==> src/rtl/spi_tx_sequencer_pkg.sv <==
`default_nettype none
// +----------------------------------------------------------------------------
// | Module   : spi_tx_sequencer_pkg
// | Purpose  : Shared encodings for the SPI init/host byte sequencer.
// | Revision : 1.0 - initial release
// +----------------------------------------------------------------------------
package spi_tx_sequencer_pkg;

   localparam int c_ENTRY_W = 10;
   localparam int c_PTR_W   = 5;
   localparam int c_BYTE_W  = 8;
   localparam int c_CTRL_W  = 10;

   // Control word layout: {divider, dc, start}
   localparam int c_CTRL_START   = 0;
   localparam int c_CTRL_DC      = 1;
   localparam int c_CTRL_DIV_LSB = 2;
   localparam int c_CTRL_DIV_MSB = 9;

   typedef enum logic [1:0] {
      ENT_CMD   = 2'b00,
      ENT_DATA  = 2'b01,
      ENT_DELAY = 2'b10,
      ENT_END   = 2'b11
   } entry_type_t;

   localparam logic [2:0] c_ST_IDLE       = 3'd0;
   localparam logic [2:0] c_ST_FETCH      = 3'd1;
   localparam logic [2:0] c_ST_ISSUE      = 3'd2;
   localparam logic [2:0] c_ST_WAIT_VALID = 3'd3;
   localparam logic [2:0] c_ST_RELEASE    = 3'd4;
   localparam logic [2:0] c_ST_DELAY      = 3'd5;
   localparam logic [2:0] c_ST_READY      = 3'd6;
   localparam logic [2:0] c_ST_HOST_ISSUE = 3'd7;

   function automatic logic [c_ENTRY_W-1:0] rom_entry(input entry_type_t t,
                                                      input logic [c_BYTE_W-1:0] v);
      return {t, v};
   endfunction

endpackage
`default_nettype wire

==> src/rtl/spi_tx_sequencer_if.sv <==
`default_nettype none
// +----------------------------------------------------------------------------
// | Module   : spi_tx_sequencer_if
// | Purpose  : Host byte handshake and SPI transmitter bus of the sequencer.
// | Revision : 1.0 - initial release
// +----------------------------------------------------------------------------
interface spi_tx_sequencer_if;
   import spi_tx_sequencer_pkg::*;

   logic                  host_req;
   logic                  host_dc;
   logic [c_BYTE_W-1:0]   host_data;
   logic                  host_ack;
   logic [c_CTRL_W-1:0]   spi_control;
   logic [c_BYTE_W-1:0]   spi_data;
   logic                  spi_valid;

   modport slave (
      input  host_req, host_dc, host_data, spi_valid,
      output host_ack, spi_control, spi_data
   );

   modport master (
      output host_req, host_dc, host_data, spi_valid,
      input  host_ack, spi_control, spi_data
   );

endinterface
`default_nettype wire

==> src/rtl/spi_tx_sequencer_init_rom.sv <==
`default_nettype none
// +----------------------------------------------------------------------------
// | Module   : spi_init_rom
// | Purpose  : Combinational init table; unused addresses read as END.
// | Revision : 1.0 - initial release
// +----------------------------------------------------------------------------
module spi_init_rom
   import spi_tx_sequencer_pkg::*;
(
   input  logic [c_PTR_W-1:0]   i_addr,
   output logic [c_ENTRY_W-1:0] o_entry
);

   always_comb begin
      case (i_addr)
         5'd0:    o_entry = rom_entry(ENT_CMD,   8'h11);
         5'd1:    o_entry = rom_entry(ENT_DELAY, 8'd2);
         5'd2:    o_entry = rom_entry(ENT_CMD,   8'h29);
         default: o_entry = rom_entry(ENT_END,   8'h00);
      endcase
   end

endmodule
`default_nettype wire

==> src/rtl/spi_tx_sequencer.sv <==
`default_nettype none
// +----------------------------------------------------------------------------
// | Module   : spi_tx_sequencer
// | Purpose  : Plays the init ROM into an SPI transmitter, then serves host bytes.
// |            Define SPI_SEQ_DELAY_EN to execute DELAY entries (else skipped).
// | Revision : 1.0 - initial release
// +----------------------------------------------------------------------------
module spi_tx_sequencer
   import spi_tx_sequencer_pkg::*;
#(
   parameter logic [7:0]  CLK_DIV      = 8'd24,
   parameter int unsigned TICKS_PER_MS = 100000,
   parameter int unsigned TIMEOUT      = 4096
) (
   input  logic               clk,
   input  logic               reset,
   input  logic               init_start,
   spi_tx_sequencer_if.slave  bus,
   output logic               busy,
   output logic               init_done,
   output logic               error
);

   localparam int c_TO_W = $clog2(TIMEOUT + 1);

   logic [2:0]            r_state;
   logic [c_PTR_W-1:0]    r_ptr;
   logic                  r_is_host;
   logic                  r_rel_done;
   logic                  r_start;
   logic                  r_dc;
   logic                  r_ack;
   logic                  r_init_done;
   logic                  r_error;
   logic [c_BYTE_W-1:0]   r_data;
   logic [c_TO_W-1:0]     r_wait_cnt;
   logic [c_ENTRY_W-1:0]  w_entry;
   entry_type_t           w_type;
   logic                  w_ptr_last;
   logic [2:0]            w_adv_state;
   logic [c_CTRL_W-1:0]   w_ctrl;

   spi_init_rom u_rom (
      .i_addr  (r_ptr),
      .o_entry (w_entry)
   );

   assign w_type      = entry_type_t'(w_entry[9:8]);
   // Stepping past entry 31 means the table has no END: abort to IDLE.
   assign w_ptr_last  = (r_ptr == 5'd31);
   assign w_adv_state = w_ptr_last ? c_ST_IDLE : c_ST_FETCH;

`ifdef SPI_SEQ_DELAY_EN
   localparam int c_DLY_W = $clog2(255 * TICKS_PER_MS + 1);
   logic [c_DLY_W-1:0] r_dly_cnt;
   logic [c_DLY_W-1:0] w_dly_load;
   assign w_dly_load = c_DLY_W'(w_entry[7:0] * TICKS_PER_MS);
`endif

   always_ff @(posedge clk or posedge reset) begin
      if (reset) begin
         r_state     <= c_ST_IDLE;
         r_ptr       <= '0;
         r_is_host   <= 1'b0;
         r_rel_done  <= 1'b0;
         r_start     <= 1'b0;
         r_dc        <= 1'b0;
         r_ack       <= 1'b0;
         r_init_done <= 1'b0;
         r_error     <= 1'b0;
         r_data      <= '0;
         r_wait_cnt  <= '0;
`ifdef SPI_SEQ_DELAY_EN
         r_dly_cnt   <= '0;
`endif
      end else begin
         r_ack <= 1'b0;
         case (r_state)
            c_ST_IDLE: begin
               if (init_start) begin
                  r_ptr   <= '0;
                  r_error <= 1'b0;
                  r_state <= c_ST_FETCH;
               end
            end
            c_ST_FETCH: begin
               case (w_type)
                  ENT_CMD, ENT_DATA: r_state <= c_ST_ISSUE;
                  ENT_DELAY: begin
`ifdef SPI_SEQ_DELAY_EN
                     r_dly_cnt <= w_dly_load;
                     r_state   <= c_ST_DELAY;
`else
                     r_ptr   <= r_ptr + 5'd1;
                     r_error <= r_error | w_ptr_last;
                     r_state <= w_adv_state;
`endif
                  end
                  default: begin
                     r_init_done <= 1'b1;
                     r_state     <= c_ST_READY;
                  end
               endcase
            end
            c_ST_ISSUE: begin
               r_data     <= w_entry[7:0];
               r_dc       <= w_entry[8];
               r_start    <= 1'b1;
               r_is_host  <= 1'b0;
               r_wait_cnt <= '0;
               r_state    <= c_ST_WAIT_VALID;
            end
            c_ST_HOST_ISSUE: begin
               r_data     <= bus.host_data;
               r_dc       <= bus.host_dc;
               r_start    <= 1'b1;
               r_is_host  <= 1'b1;
               r_wait_cnt <= '0;
               r_state    <= c_ST_WAIT_VALID;
            end
            c_ST_WAIT_VALID: begin
               if (bus.spi_valid) begin
                  r_start    <= 1'b0;
                  r_rel_done <= 1'b0;
                  r_state    <= c_ST_RELEASE;
               end else if (r_wait_cnt == c_TO_W'(TIMEOUT - 1)) begin
                  r_start <= 1'b0;
                  r_error <= 1'b1;
                  r_state <= c_ST_IDLE;
               end else begin
                  r_wait_cnt <= r_wait_cnt + c_TO_W'(1);
               end
            end
            c_ST_RELEASE: begin
               // Minimum two cycles here, then hold until the transmitter lets go.
               if (!r_rel_done) begin
                  r_rel_done <= 1'b1;
               end else if (!bus.spi_valid) begin
                  if (r_is_host) begin
                     r_ack   <= 1'b1;
                     r_state <= c_ST_READY;
                  end else begin
                     r_ptr   <= r_ptr + 5'd1;
                     r_error <= r_error | w_ptr_last;
                     r_state <= w_adv_state;
                  end
               end
            end
            c_ST_DELAY: begin
`ifdef SPI_SEQ_DELAY_EN
               if (r_dly_cnt <= c_DLY_W'(1)) begin
                  r_ptr   <= r_ptr + 5'd1;
                  r_error <= r_error | w_ptr_last;
                  r_state <= w_adv_state;
               end else begin
                  r_dly_cnt <= r_dly_cnt - c_DLY_W'(1);
               end
`else
               r_ptr   <= r_ptr + 5'd1;
               r_error <= r_error | w_ptr_last;
               r_state <= w_adv_state;
`endif
            end
            c_ST_READY: begin
               // The ack cycle blocks a still-high host_req from re-sending.
               if (init_start) begin
                  r_ptr       <= '0;
                  r_init_done <= 1'b0;
                  r_error     <= 1'b0;
                  r_state     <= c_ST_FETCH;
               end else if (bus.host_req && !r_ack) begin
                  r_state <= c_ST_HOST_ISSUE;
               end
            end
            default: r_state <= c_ST_IDLE;
         endcase
      end
   end

   always_comb begin
      w_ctrl                                = '0;
      w_ctrl[c_CTRL_DIV_MSB:c_CTRL_DIV_LSB] = CLK_DIV;
      w_ctrl[c_CTRL_DC]                     = r_dc;
      w_ctrl[c_CTRL_START]                  = r_start;
   end

   assign bus.spi_control = w_ctrl;
   assign bus.spi_data    = r_data;
   assign bus.host_ack    = r_ack;
   assign busy            = (r_state != c_ST_IDLE) && (r_state != c_ST_READY);
   assign init_done       = r_init_done;
   assign error           = r_error;

endmodule
`default_nettype wire

==> src/flat_wrapper.sv <==
// flat-port wrapper written by rule: the top's interface ports become plain ports
module spi_tx_sequencer_flat import spi_tx_sequencer_pkg::*;
#(
   parameter logic [7:0]  CLK_DIV      = 8'd24,
   parameter int unsigned TICKS_PER_MS = 100000,
   parameter int unsigned TIMEOUT      = 4096
)
  (clk, reset, init_start, busy, init_done, error, bus_host_req, bus_host_dc, bus_host_data, bus_spi_valid, bus_host_ack, bus_spi_control, bus_spi_data);
  spi_tx_sequencer_if bus_i ();
  input  logic clk;
  input  logic reset;
  input  logic init_start;
  output logic busy;
  output logic init_done;
  output logic error;
  input wire logic [$bits(bus_i.host_req)-1:0] bus_host_req;
  input wire logic [$bits(bus_i.host_dc)-1:0] bus_host_dc;
  input wire logic [$bits(bus_i.host_data)-1:0] bus_host_data;
  input wire logic [$bits(bus_i.spi_valid)-1:0] bus_spi_valid;
  output wire logic [$bits(bus_i.host_ack)-1:0] bus_host_ack;
  output wire logic [$bits(bus_i.spi_control)-1:0] bus_spi_control;
  output wire logic [$bits(bus_i.spi_data)-1:0] bus_spi_data;
  assign bus_i.host_req = bus_host_req;
  assign bus_i.host_dc = bus_host_dc;
  assign bus_i.host_data = bus_host_data;
  assign bus_i.spi_valid = bus_spi_valid;
  assign bus_host_ack = bus_i.host_ack;
  assign bus_spi_control = bus_i.spi_control;
  assign bus_spi_data = bus_i.spi_data;
  spi_tx_sequencer #(.CLK_DIV(CLK_DIV), .TICKS_PER_MS(TICKS_PER_MS), .TIMEOUT(TIMEOUT)) u_core (.clk(clk), .reset(reset), .init_start(init_start), .bus(bus_i), .busy(busy), .init_done(init_done), .error(error));
endmodule
==> config.mk <==
export PLATFORM = sky130hd
export DESIGN_NAME = spi_tx_sequencer_flat
export DESIGN_NICKNAME = d
export VERILOG_FILES = /design/src/rtl/spi_tx_sequencer_pkg.sv /design/src/rtl/spi_tx_sequencer_if.sv /design/src/rtl/spi_tx_sequencer_init_rom.sv /design/src/rtl/spi_tx_sequencer.sv /design/src/flat_wrapper.sv
export SDC_FILE = /design/constraint.sdc
export NUM_CORES = 1
export LEC_CHECK = 0
export ABC_AREA = 1
export ABC_CLOCK_PERIOD_IN_PS = 3600
export BUFFER_PORTS_ARGS = -buffer_cell sky130_fd_sc_hd__buf_2
export CORE_MARGIN = 2
export CORE_UTILIZATION = 61
export DETAILED_ROUTE_END_ITERATION = 6
export PLACE_DENSITY_LB_ADDON = 0.15
export SLEW_MARGIN = 30
export SYNTH_ARGS = -nofsm -noshare
export SYNTH_HDL_FRONTEND = slang
export SYNTH_HIERARCHICAL = 1
export SYNTH_SLANG_ARGS = --single-unit
==> constraint.sdc <==
create_clock -name clk -period 3.6 [get_ports clk]
set_input_delay 0 -clock clk [delete_from_list [all_inputs] [get_ports clk]]
set_output_delay 0 -clock clk [all_outputs]
set_load 0.01 [all_outputs]
; Word-level counts from Yosys, hierarchy flattened
; Index checks and enable logic that the tools add are counted.
[op_classes]
n_mux = 43
n_reduce_logical = 24
addsub = 2
eq_ne = 28
bitwise_logic = 1
[ops]
columns = op, n
row1 = 10-bit case mux with 3 select lines, 1
row2 = 13-bit 2-to-1 mux, 2
row3 = 13-bit case mux with 2 select lines, 1
row4 = 5-bit 2-to-1 mux, 5
row5 = 3-bit 2-to-1 mux, 8
row6 = 3-bit case mux with 7 select lines, 1
row7 = 5-bit case mux with 4 select lines, 1
row8 = 1-bit 2-to-1 mux, 16
row9 = "2-bit inequality test, second input constant", 8
row10 = 8-bit case mux with 2 select lines, 1
row11 = "13-bit by 1-bit adder with 13-bit output, second input constant", 1
row12 = "13-bit by 12-bit equality test with 1-bit output, second input constant", 1
row13 = "3-bit equality test, second input constant", 4
row14 = 1-bit case mux with 2 select lines, 5
row15 = "2-bit by 1-bit inequality test with 1-bit output, second input constant", 4
row16 = 8-bit AND reduction, 1
row17 = 2-bit nonzero test, 4
row18 = "3-bit by 2-bit equality test with 1-bit output, second input constant", 2
row19 = "3-bit by 2-bit inequality test with 1-bit output, second input constant", 2
row20 = 3-bit case mux with 2 select lines, 1
row21 = 3-bit AND reduction, 2
row22 = 6-bit AND reduction, 1
row23 = 2-bit OR reduction, 3
row24 = "5-bit by 1-bit adder with 5-bit output, second input constant", 1
row25 = other kinds (20), 22
[totals]
out_inout_bits = 22
regBits = 36
in_bits = 14
word_cells = 109

; Logic depth before layout (Yosys ltp)
; Gate-level depths: netlist of run 1.
[logic_depth]
depth_word = 6
mapped_depth = 11
ltp_nobuf = 10

; Hierarchy
; The synthesis of run 1 kept the hierarchy.
[modules_own_cells]
columns = module, area_each_um2, cells_each, n_inst, seq_area_each_um2
row1 = spi_tx_sequencer, 2249.7, 313, 1, 900.9
row2 = spi_init_rom, 88.8, 16, 1, 0.0

; Worst setup path after synthesis of run 1
; No wires, ideal clock.
[synth_timing]
kind = reg-to-reg
from = register u_core.r_wait_cnt[0]
to = register u_core.r_wait_cnt[2]
setup_time_ns = 0.117
required_time_ns = 3.483
stages_incl_launch_ff = 12
synth_period_minus_slack_ns = 1.520
slack_ns = 2.080
arrival_time_ns = 1.402
n_path_buf = 1
cell_sequence = dfrtp_1 ha_1 nand2_1 inv_1 nand2_1 nor2_1 nand2_1 nand2_2 nand2_2 buf_6 nand3_1 nand2_1
[synth_via]
elab_chain_cells = 4
elab_cells_between_ends = 7
classes_between = add/sub (1) / eq/ne (2) / mux (3) / reduce/logical (1)
[synth_rtl]
columns = element, line
row1 = start: declaration, spi_tx_sequencer.sv:36  ; logic [c_TO_W-1:0] r_wait_cnt;
row2 = start signal: assignment, spi_tx_sequencer.sv:131  ; r_wait_cnt <= r_wait_cnt + c_TO_W'(1);
row3 = 13-bit by 1-bit adder with 13-bit output, spi_tx_sequencer.sv:131
row4 = 13-bit 2-to-1 mux, spi_tx_sequencer.sv:126  ; end else if (r_wait_cnt == c_TO_W'(TIMEOUT - 1)) begin
row5 = 13-bit 2-to-1 mux, spi_tx_sequencer.sv:122  ; if (bus.spi_valid) begin
row6 = 13-bit case mux with 2 select lines, spi_tx_sequencer.sv:78  ; case (r_state)
; Parallel ways exist; a longest one is shown, timed or not. The select of a mux whose other input is x is not followed.
; A chain may end at the register's enable or synchronous reset.

; Final worst setup path of run 1
[layout_timing]
from = register u_core.r_state[0]
to = register u_core.r_wait_cnt[6]
[layout_via]
elab_chain_cells = 4
elab_cells_between_ends = 9
classes_between = eq/ne (5) / mux (1) / reduce/logical (3)
[layout_rtl]
columns = element, line
row1 = start: declaration, spi_tx_sequencer.sv:26  ; logic [2:0] r_state;
row2 = start signal: assignment, spi_tx_sequencer.sv:62  ; r_state <= c_ST_IDLE;
row3 = start signal: assignment, spi_tx_sequencer.sv:83  ; r_state <= c_ST_FETCH;
row4 = start signal: assignment, spi_tx_sequencer.sv:88  ; ENT_CMD, ENT_DATA: r_state <= c_ST_ISSUE;
row5 = 3-bit by 2-bit equality test with 1-bit output or 3-bit equality test (tied branches), spi_tx_sequencer.sv:78
row6 = 2-bit OR reduction (no line), --
row7 = 2-bit nonzero test (no line), --
row8 = 3-bit AND reduction (no line), --
; Parallel ways exist; a longest one is shown, timed or not.

==> impl_metrics.json, run 1 <==
{
  "grt_pass1_wl_mm": 8.68,
  "syn-cell-area_um2": 2340,
  "cts.path.max_buffers": 2,
  "numCtsBuffers": 5,
  "initial_core_util": 0.639,
  "drv_cap": 0,
  "post_drt_wl_per_cell_um": 12.8,
  "seq_area_frac_synth": 0.385,
  "vias": 2146,
  "ant_nets": 0,
  "fin_crit_ps": 2230,
  "multiInputGateArea_um2": 1180,
  "n_fill_cell": 325,
  "r2r-start": "u_core/r_state[0]",
  "pwr-share-comb": 0.454,
  "h-tree-depth": 2,
  "post_cts_buffers": 0,
  "finalNetCount": 369,
  "layout-drive-gt1-share": 0.145,
  "p_leak_nw": 1.24,
  "path_clk_slew_ps": 70,
  "tns_ps": 0,
  "seq_area_um2": 901,
  "status": "complete, no violations",
  "critPathKind": "flop to flop",
  "antenna_found_initial": 0,
  "hold_viol_final": 0,
  "fmax_mhz": 448,
  "drtIter0Drc": 151,
  "slew_headroom": 0.569,
  "portBuffers": 27,
  "gp_congestion": 0.977,
  "die_w_um": 65.9,
  "p_per_area_nw_per_um2": 709,
  "drt-total-wl_mm": 5.11,
  "grt_max_degree": 37,
  "crit_start": "u_core/r_state[0]",
  "cts_tree": "built",
  "die_height_um": 65.9,
  "cp.required_ps": 3830,
  "period_share": 0.620,
  "ys_types": 30,
  "first_pass_iters": 5,
  "yosysWarnings": 6,
  "switching_share": 0.459,
  "critical_path.startpoint_type": "flop",
  "min_from": "bus_host_data[2]",
  "syn_to_final_growth_pct": 8.61,
  "switching_power_w": 0.000827,
  "crit_path_end_kind": "flop",
  "p_seq_frac": 0.378,
  "place_ws_ps": 1410,
  "hold_class": "input port to flop",
  "clk_latency_ps": 280,
  "tightest_slew_ps": 646,
  "worstPathArrival_ps": 2460,
  "setup_ws_ps": 1370,
  "skew_ps": 1.82,
  "ctsResizeCount": 0,
  "cts_root_buf": "clkbuf_8",
  "ys_ff_latch": 36,
  "syn_inst": 329,
  "grt_usage": 0.264,
  "cts_sinks": 36,
  "grt_overflow": 0,
  "postSynthAreaPerCell_um2": 7.11,
  "grt_setup_unrepaired": "false",
  "postCtsHoldBufs": 4,
  "drc": 0,
  "pin_count": 36,
  "total_power_w": 0.00180,
  "hpwlAfterDp_mm": 3.70,
  "cp_max_fo": 22,
  "final_max_slew_viol_count": 0,
  "via_per_inst": 5.37,
  "grt_pass1_vias": 2023,
  "num_rows": 22,
  "setup_viol": 0,
  "core_um2": 3660,
  "p_int_w": 0.000974,
  "ir_drop_v": 0.000471,
  "pwr-share-clk": 0.167,
  "layout_commonest_cell": "nand2_1",
  "dieArea_um2": 4340,
  "final_cell_mix": "nand2_1, nor2_1, dfrtp_1",
  "num_antenna_cells": 0
}
power groups by stage:
stage,logic [W],clock network [W],registers [W]
6_report,0.000818,0.000301,0.000681
5_1_grt,0.000930,0.000326,0.000701
4_1_cts,0.000816,0.000309,0.000678
3_5_place_dp,0.000807,0,0.000684
3_3_place_gp,0.000787,0,0.000680
2_1_floorplan,0.000695,0,0.000642
cell usage after synthesis:
| cell type | number | area, um2 |
|---|---|---|
| and3_1 | 1 | 6.26 |
| a21oi_1 | 20 | 100 |
| nor2_1 | 49 | 184 |
| o21bai_1 | 2 | 15.0 |
| buf_4 | 17 | 128 |
| nor2_4 | 1 | 11.3 |
| nand3_1 | 32 | 160 |
| o211ai_1 | 1 | 7.51 |
| buf_6 | 2 | 22.5 |
| buf_2 | 4 | 20.0 |
| inv_2 | 3 | 11.3 |
| nor3_1 | 3 | 15.0 |
| nand3_2 | 3 | 30.0 |
| nand2_2 | 4 | 25.0 |
| nand2_1 | 76 | 285 |
| inv_1 | 24 | 90.1 |
| xnor2_1 | 1 | 8.76 |
| o21ai_1 | 6 | 30.0 |
| a21boi_0 | 1 | 7.51 |
| clkbuf_1 | 2 | 7.51 |
| nor2_2 | 2 | 12.5 |
| or2_2 | 2 | 12.5 |
| dfrtp_1 | 36 | 901 |
| clkinv_1 | 1 | 3.75 |
| xor2_1 | 6 | 52.6 |
| conb_1 | 3 | 11.3 |
| o21ai_0 | 9 | 45.0 |
| ha_1 | 3 | 37.5 |
| nor3_2 | 1 | 10.0 |
| nand4_1 | 14 | 87.6 |
area by class of cell:
| class | instances | share of cell area |
|---|---|---|
| Clock buffer | 7 | 0.0379 |
| Inverter | 28 | 0.0414 |
| Multi-Input combinational cell | 248 | 0.467 |
| Sequential cell | 36 | 0.355 |
| Tap cell | 48 | 0.0236 |
| Timing Repair Buffer | 33 | 0.0759 |
critical path, cell delays in order, from the launching register on:
cell and delay [ps]:
dfrtp_1 640, inv_2 100, nand2_1 100, nand2_1 110, nor2_2 460, inv_2 290
nand2_2 290, nand3_1 110, nand2_1 70
per-layer routing:
layer / wire length [um] / share of wire / vias up / track usage
met4: 79 / 0.015 / 0 / 0.120
li1: - / - / 1088 / -
met5: 0 / 0 / - / 0
met2: 2610 / 0.51 / 52 / 0.460
met3: 224 / 0.044 / 13 / 0.0392
met1: 2200 / 0.43 / 993 / 0.321
sequential cells by signal (all words and copies together) (netlist names):
| register | count |
|---|---|
| u_core/init_done | 1 |
| u_core/error | 1 |
| u_core/bus.spi_data | 8 |
| u_core/r_dc | 1 |
| u_core/r_state | 3 |
| u_core/bus.host_ack | 1 |
| u_core/r_wait_cnt | 13 |
| u_core/r_start | 1 |
| u_core/r_rel_done | 1 |
| u_core/r_ptr | 5 |
| u_core/r_is_host | 1 |
final timing paths:
kind / end / slack [ps] / cells after the start
worst max-delay path: u_core/r_wait_cnt[6] / 1370 / 8
worst min-delay path: u_core/bus.spi_data[2] / 7 / 3
worst max register to register: u_core/r_wait_cnt[6] / 1370 / 8
worst min register to register: u_core/error / 520 / 2
max in group asynchronous: u_core/r_wait_cnt[6] / 2930 / 4
min in group asynchronous: u_core/r_wait_cnt[12] / 350 / 4
stage by stage:
| step | instances | hold slack, ps | cell area, um2 | util |
|---|---|---|---|---|
| 2_1_floorplan | 337 | 84.7 | 2370 | - |
| 3_3_place_gp | 388 | 117 | 2390 | 0.654 |
| 3_5_place_dp | 388 | 123 | 2390 | 0.654 |
| 4_1_cts | 399 | 0.449 | 2530 | 0.691 |
| 5_1_grt | 400 | 9.68 | 2540 | 0.694 |
| 6_report | 400 | 6.55 | 2540 | 0.694 |
cells by family after synthesis:
family                   after synthesis  synth area share
AND/OR/NAND/NOR                      188             0.359
buffers and inverters                 53             0.121
AO/OA/AOI/OAI                         39            0.0877
flip-flops                            36             0.385
XOR/XNOR                               7            0.0262
adder cells (fa/ha/maj)                3            0.0161
other                                  3           0.00482
Power figures use the tool's default switching activity.
==> inputs of run 2 (changes only) <==
ABC_AREA = 0   (was 1)
ABC_CLOCK_PERIOD_IN_PS = 2000   (was 3600)
CORE_UTILIZATION = 51   (was 61)
clock period = 2 ns   (was 3.6 ns; I/O delays follow)
==> run 2 against run 1 <==
Effect of this change:
- worst hold slack improved by 21 ps
- synthesized area fell by 5.7%
- non-clock buffer count rose by 22
- core utilization fell by 5.4 points
- sequential share of layout area fell by 0.95 points
- synthesized cell count fell by 27%
- clock-buffer cell count did not move
- largest cell class unchanged
==> impl_metrics.json, run 2 <==
{
  "cts.path.max_buffers": 2,
  "p_leak_nw": 1.14,
  "grt_setup_unrepaired": "false",
  "grt_usage": 0.219,
  "first_pass_iters": 6,
  "path_buf_inv": 0,
  "post-synth-top-area-fraction": 0.409,
  "pin_count": 36,
  "worstPathArrival_ps": 2100,
  "numCtsBuffers": 5,
  "num_antenna_cells": 0,
  "critPathKind": "flop to flop",
  "ir_drop_v": 0.000981,
  "whs_path_depth": 3,
  "yosysWarnings": 6,
  "syn-cell-area_um2": 2200,
  "cts_tree": "built",
  "drv_cap": 0,
  "switching_power_w": 0.00166,
  "period_share": 0.966,
  "ant_nets": 0,
  "portBuffers": 27,
  "die_w_um": 69.7,
  "p_int_w": 0.00231,
  "initial_core_util": 0.539,
  "grt_overflow": 0,
  "pwr-share-comb": 0.556,
  "status": "complete, no violations",
  "dp.cells": 323,
  "grt.met3_usage": 0.0407,
  "p_seq_frac": 0.303,
  "final_core_util": 0.640,
  "skew_ps": 2.70,
  "largest_reg_flops": 13,
  "synth_edf_count": 0,
  "layout_commonest_cell": "dfrtp_1",
  "hpwlAfterDp_mm": 3.56,
  "hold_class": "input port to flop",
  "yosysMostFrequentCell": "dfrtp_1",
  "cp_slowest_cell": "or4bb_1",
  "grt-busiest-layer": "met2",
  "ys_types": 54,
  "hold_viol_final": 0,
  "pwr-share-clk": 0.141,
  "dieArea_um2": 4860,
  "antenna_found_initial": 0,
  "use_met1": 0.315,
  "r2r-start": "u_core/r_ptr[3]",
  "h-tree-depth": 2,
  "path_clk_slew_ps": 70,
  "switching_share": 0.419,
  "tns_ps": 0,
  "cts_root_buf": "clkbuf_8",
  "crit_path_end_kind": "flop",
  "via_per_inst": 5.97,
  "vias": 1995,
  "finalNetCount": 301,
  "drt-total-wl_mm": 5.01,
  "clk_latency_ps": 280,
  "drtIter0Drc": 105,
  "syn_to_final_growth_pct": 18.6,
  "drc": 0,
  "syn_inst": 239,
  "fmax_mhz": 518,
  "r2r_cells": 5,
  "gp_congestion": 0.843,
  "synth_common_cells": "dfrtp_1, a21oi_1, o22ai_1",
  "stdcell_count": 334,
  "grt_pass1_wl_mm": 8.72,
  "critical_path.startpoint_type": "flop",
  "synthArstFlopShare": 1.00,
  "grt_pass1_vias": 1895,
  "largest_register": "u_core/r_wait_cnt",
  "final_max_slew_viol_count": 0,
  "postSynthAreaPerCell_um2": 9.22,
  "reg2reg_slack_ps": 70,
  "core_um2": 4090,
  "crit_chain": "a2111o_1 > or4bb_1 > o2111ai_4 > nor2_4 > mux2_1",
  "whs_endpoint": "u_core/bus.spi_data[5]",
  "min_from": "bus_host_data[5]",
  "r2r_end": "u_core/r_ptr[0]",
  "ys_ff_latch": 36,
  "yosys_most_used_dff": "dfrtp_1",
  "setup_viol": 0,
  "met2_usage": 0.335,
  "cp.required_ps": 2170,
  "seq_area_frac_synth": 0.409,
  "die_height_um": 69.7,
  "cp_top_family": "simple AND/OR/NAND/NOR gates",
  "fin_crit_ps": 1930,
  "slowest_delay_ps": 530,
  "cts_sinks": 36,
  "num_rows": 23,
  "final_cell_mix": "dfrtp_1, buf_2, buf_4",
  "synth_area_leader_cell": "dfrtp_1",
  "layout-drive-gt1-share": 0.250,
  "cp_max_fo": 3,
  "synth_area_leaders": "dfrtp_1, o22ai_1, a21oi_1, buf_4, o31ai_1",
  "p_per_area_nw_per_um2": 1520,
  "post_drt_wl_per_cell_um": 15.0,
  "grt_max_degree": 37
}
## run 2: repair_timing
action                     in CTS  in global routing
hold endpoints to repair       36                  0
gates resized for setup         0                  5
hold buffers                    1                  0
setup buffers                   0                  3
setup endpoints to repair       0                  9
## run 2: cells by family (layout without fill, tap and decap cells)
family                     count (synthesis)  in the layout  share of synthesized area
AOI/OAI and AO/OA                         79             79                      0.237
xor gates and xnor gates                   1              1                    0.00397
adders and majority gates                  3              3                     0.0170
buffers and inverters                     35             72                     0.0897
DFF                                       36             36                      0.409
muxes                                      4              4                     0.0187
other                                      3             11                    0.00511
and+or+nand+nor                           78             78                      0.220
## run 2: layout make-up
cell class	count	area, um2
Timing Repair Buffer	55	348
Inverter	10	37.5
Clock buffer	7	96.3
Fill cell	366	1470
Multi-Input combinational cell	176	1170
Sequential cell	36	902
Tap cell	50	62.6
## run 2: power groups by stage
stage	clock (W)	combinational, W	sequential, W
2_1_floorplan	0	0.00142	0.00122
3_3_place_gp	0	0.00206	0.00120
6_report	0.000559	0.00221	0.00120
5_1_grt	0.000605	0.00244	0.00124
4_1_cts	0.000575	0.00210	0.00120
3_5_place_dp	0	0.00208	0.00121
## run 2: worst max path at each step
stage / startpoint / to / slack (ps) / depth (start not counted)
after floorplan: u_core/r_ptr[1] / u_core/r_ptr[0] / -5 / 5
after global placement: u_core/r_ptr[4] / u_core/error / 100 / 7
after detailed placement: u_core/r_ptr[4] / u_core/error / 90 / 7
after CTS: u_core/r_ptr[1] / u_core/r_state[0] / 60 / 7
after global routing: u_core/r_ptr[3] / u_core/r_ptr[0] / 20 / 5
final: u_core/r_ptr[3] / u_core/r_ptr[0] / 70 / 5
## run 2: metal layers
layer  part of all wire  routed length, um  vias up
met5                  0                  0        -
met4             0.0050                 25        0
met3              0.037                185        2
met2               0.47               2350       46
met1               0.49               2450      970
li1                   -                  -      977
## run 2: metrics by stage
step	hold slack, ps	instance area [um2]	total power, W	worst slack (ps)
3_5_place_dp	132	2470	0.00328	87.2
3_3_place_gp	132	2470	0.00326	101
4_1_cts	16.8	2570	0.00387	60.4
2_1_floorplan	165	2250	0.00264	-5.40
5_1_grt	28.3	2610	0.00428	16.9
6_report	27.1	2610	0.00397	68.1
## run 2: worst register-to-register path, stage by stage, from the launching register on
cell and delay [ps]:
dfrtp_1 430, a2111o_1 380, or4bb_1 530, o2111ai_4 120, nor2_4 60, mux2_1 300
==> inputs of run 3 (changes only) <==
GPL_TIMING_DRIVEN = 0   (was not set)
==> run 3 against run 2 <==
Effect of this change:
- die area unchanged
- register-to-register slack got worse by 140 ps
- largest cell class unchanged
- the run now ends with setup timing left
- final cell count grew 2.1%
- setup slack worse by 140 ps
- clock-buffer cell count is 1 lower
- combinational power rose by 2%
- sequential power barely moved
- critical path type unchanged
- core utilization rose by 1.7 points
==> impl_metrics.json, run 3 (same netlist as run 2, synthesis figures left out) <==
{
  "status": "finished, violations left",
  "violations": "setup timing",
  "r2r-start": "u_core/r_ptr[3]",
  "vias": 1997,
  "cp_max_fo": 6,
  "drc": 0,
  "finalNetCount": 307,
  "clk_latency_ps": 290,
  "min_from": "bus_host_data[1]",
  "holdWs_ps": 20.9,
  "cts_root_buf": "clkbuf_8",
  "hold_class": "input port to flop",
  "num_rows": 23,
  "die_height_um": 69.7,
  "hpwlAfterDp_mm": 3.55,
  "cts_tree": "built",
  "path_clk_slew_ps": 70,
  "tightest_slew_ps": 759,
  "cp_top_family": "compound AO/OA/AOI/OAI gates",
  "grt_pass1_vias": 1828,
  "grt_usage": 0.229,
  "fmax_mhz": 483,
  "dieArea_um2": 4860,
  "grt_overflow": 0,
  "die_w_um": 69.7,
  "num_antenna_cells": 0,
  "layout-drive-gt1-share": 0.296,
  "crit_chain": "a2111o_1 > or4bb_4 > o2111ai_4 > buf_4 > o22ai_1 > o2bb2ai_1",
  "cp_slowest_cell": "or4bb_4",
  "whs_path_depth": 3,
  "critPathKind": "flop to flop",
  "post_drt_wl_per_cell_um": 15.4,
  "drtIter0Drc": 171,
  "drv_cap": 0,
  "critical_path.startpoint_type": "flop",
  "r2r_cells": 6,
  "grt_max_degree": 37,
  "h-tree-depth": 2,
  "portBuffers": 27,
  "first_pass_iters": 4,
  "r2r_end": "u_core/r_ptr[2]",
  "fin_crit_ps": 2070,
  "setup_ws_ps": -69.0,
  "crit_path_end_kind": "flop",
  "slowest_delay_ps": 550,
  "whs_endpoint": "u_core/bus.spi_data[1]",
  "syn_to_final_growth_pct": 21.8,
  "worstPathArrival_ps": 2250,
  "total_power_w": 0.00401,
  "final_max_slew_viol_count": 0,
  "initial_core_util": 0.539,
  "grt_pass1_wl_mm": 8.98,
  "gp_congestion": 0.856,
  "cts.path.max_buffers": 2,
  "skew_ps": 6.26,
  "period_share": 1.03,
  "numCtsBuffers": 5,
  "pin_count": 36,
  "largest_reg_flops": 13,
  "antenna_found_initial": 0,
  "drt-total-wl_mm": 5.25,
  "cts_sinks": 36,
  "largest_register": "u_core/r_wait_cnt",
  "cp.required_ps": 2180,
  "p_leak_nw": 1.15,
  "path_buf_inv": 1,
  "grt_setup_unrepaired": "true",
  "ant_nets": 0,
  "hold_viol_final": 0,
  "via_per_inst": 5.86,
  "p_per_area_nw_per_um2": 1490,
  "core_um2": 4090,
  "setup_viol": 6,
  "reg2reg_slack_ps": -70,
  "ir_drop_v": 0.000909,
  "slew_headroom": 0.493,
  "final_cell_mix": "buf_2, dfrtp_1, buf_4"
}
-- run 3: cell count changes in the layout (fill, tap and decap cells not counted), moves of 2 or more --
cell / change
dfrtp_2: +3
clkbuf_2: +2
buf_2: +5
dfrtp_1: -3
buf_4: -5
clkbuf_1: +2
clkinv_2: +2
-- run 3: worst register-to-register path: stages (launching register included) --
cell       delay (ps)
dfrtp_2           460
a2111o_1          450
or4bb_4           550
o2111ai_4         110
buf_4             170
o22ai_1            70
o2bb2ai_1         150
-- run 3: stage by stage --
stage                     cell area, um2  instances  setup slack, ps  setup TNS (ps)  utilization
after floorplan                     2250        247            -5.40           -5.40            -
after global routing                2690        341            -94.6            -601        0.657
after detailed placement            2450        324             -274           -2490        0.599
after CTS                           2630        339            -57.0            -238        0.645
after global placement              2450        324             -199           -2050        0.599
final                               2690        341            -69.0            -297        0.657
-- run 3: layout make-up --
class	instances	area [um2]
fill	347	1400
multi-input combinational	176	1220
sequential	36	906
timing repair buffer	36	205
buffer	25	163
clock buffer	6	82.6
tap	50	62.6
inverter	10	37.5
clock inverter	2	10.0
-- run 3: worst max-delay path by stage --
stage	depth (start not counted)	endpoint	from	slack (ps)
floorplan	5	u_core/r_ptr[0]	u_core/r_ptr[1]	-5
global placement	6	u_core/r_wait_cnt[1]	u_core/r_wait_cnt[0]	-200
detailed placement	6	u_core/r_wait_cnt[4]	u_core/r_wait_cnt[0]	-270
CTS	5	u_core/r_ptr[0]	u_core/r_ptr[4]	-60
global route	5	u_core/r_ptr[0]	u_core/r_ptr[3]	-90
finish	6	u_core/r_ptr[2]	u_core/r_ptr[3]	-70
-- run 3: timing repair --
item | CTS | global route
hold buffers | 1 | 0
setup buffers | 6 | 2
pin swaps | 3 | 6
setup endpoints to repair | 17 | 32
resized for setup | 9 | 11
endpoints found under the hold margin | 36 | 0
-- run 3: power breakdown --
| group | total, W | leakage, nW | switching, W | internal [W] |
|---|---|---|---|---|
| combinational | 0.00226 | 0.656 | 0.00123 | 0.00102 |
| sequential | 0.00122 | 0.447 | 0.000244 | 0.000973 |
| clock | 0.000531 | 0.0510 | 0.000256 | 0.000275 |
| total | 0.00401 | 1.15 | 0.00173 | 0.00227 |
-- run 3: layer usage --
metal | wire [um] | up-vias | global-route usage | part of all wire
met4 | 20 | 0 | 0.0534 | 0.0038
met5 | 0 | - | 0 | 0
met1 | 2520 | 957 | 0.345 | 0.48
li1 | - | 989 | - | -
met3 | 258 | 4 | 0.0494 | 0.049
met2 | 2460 | 47 | 0.335 | 0.47
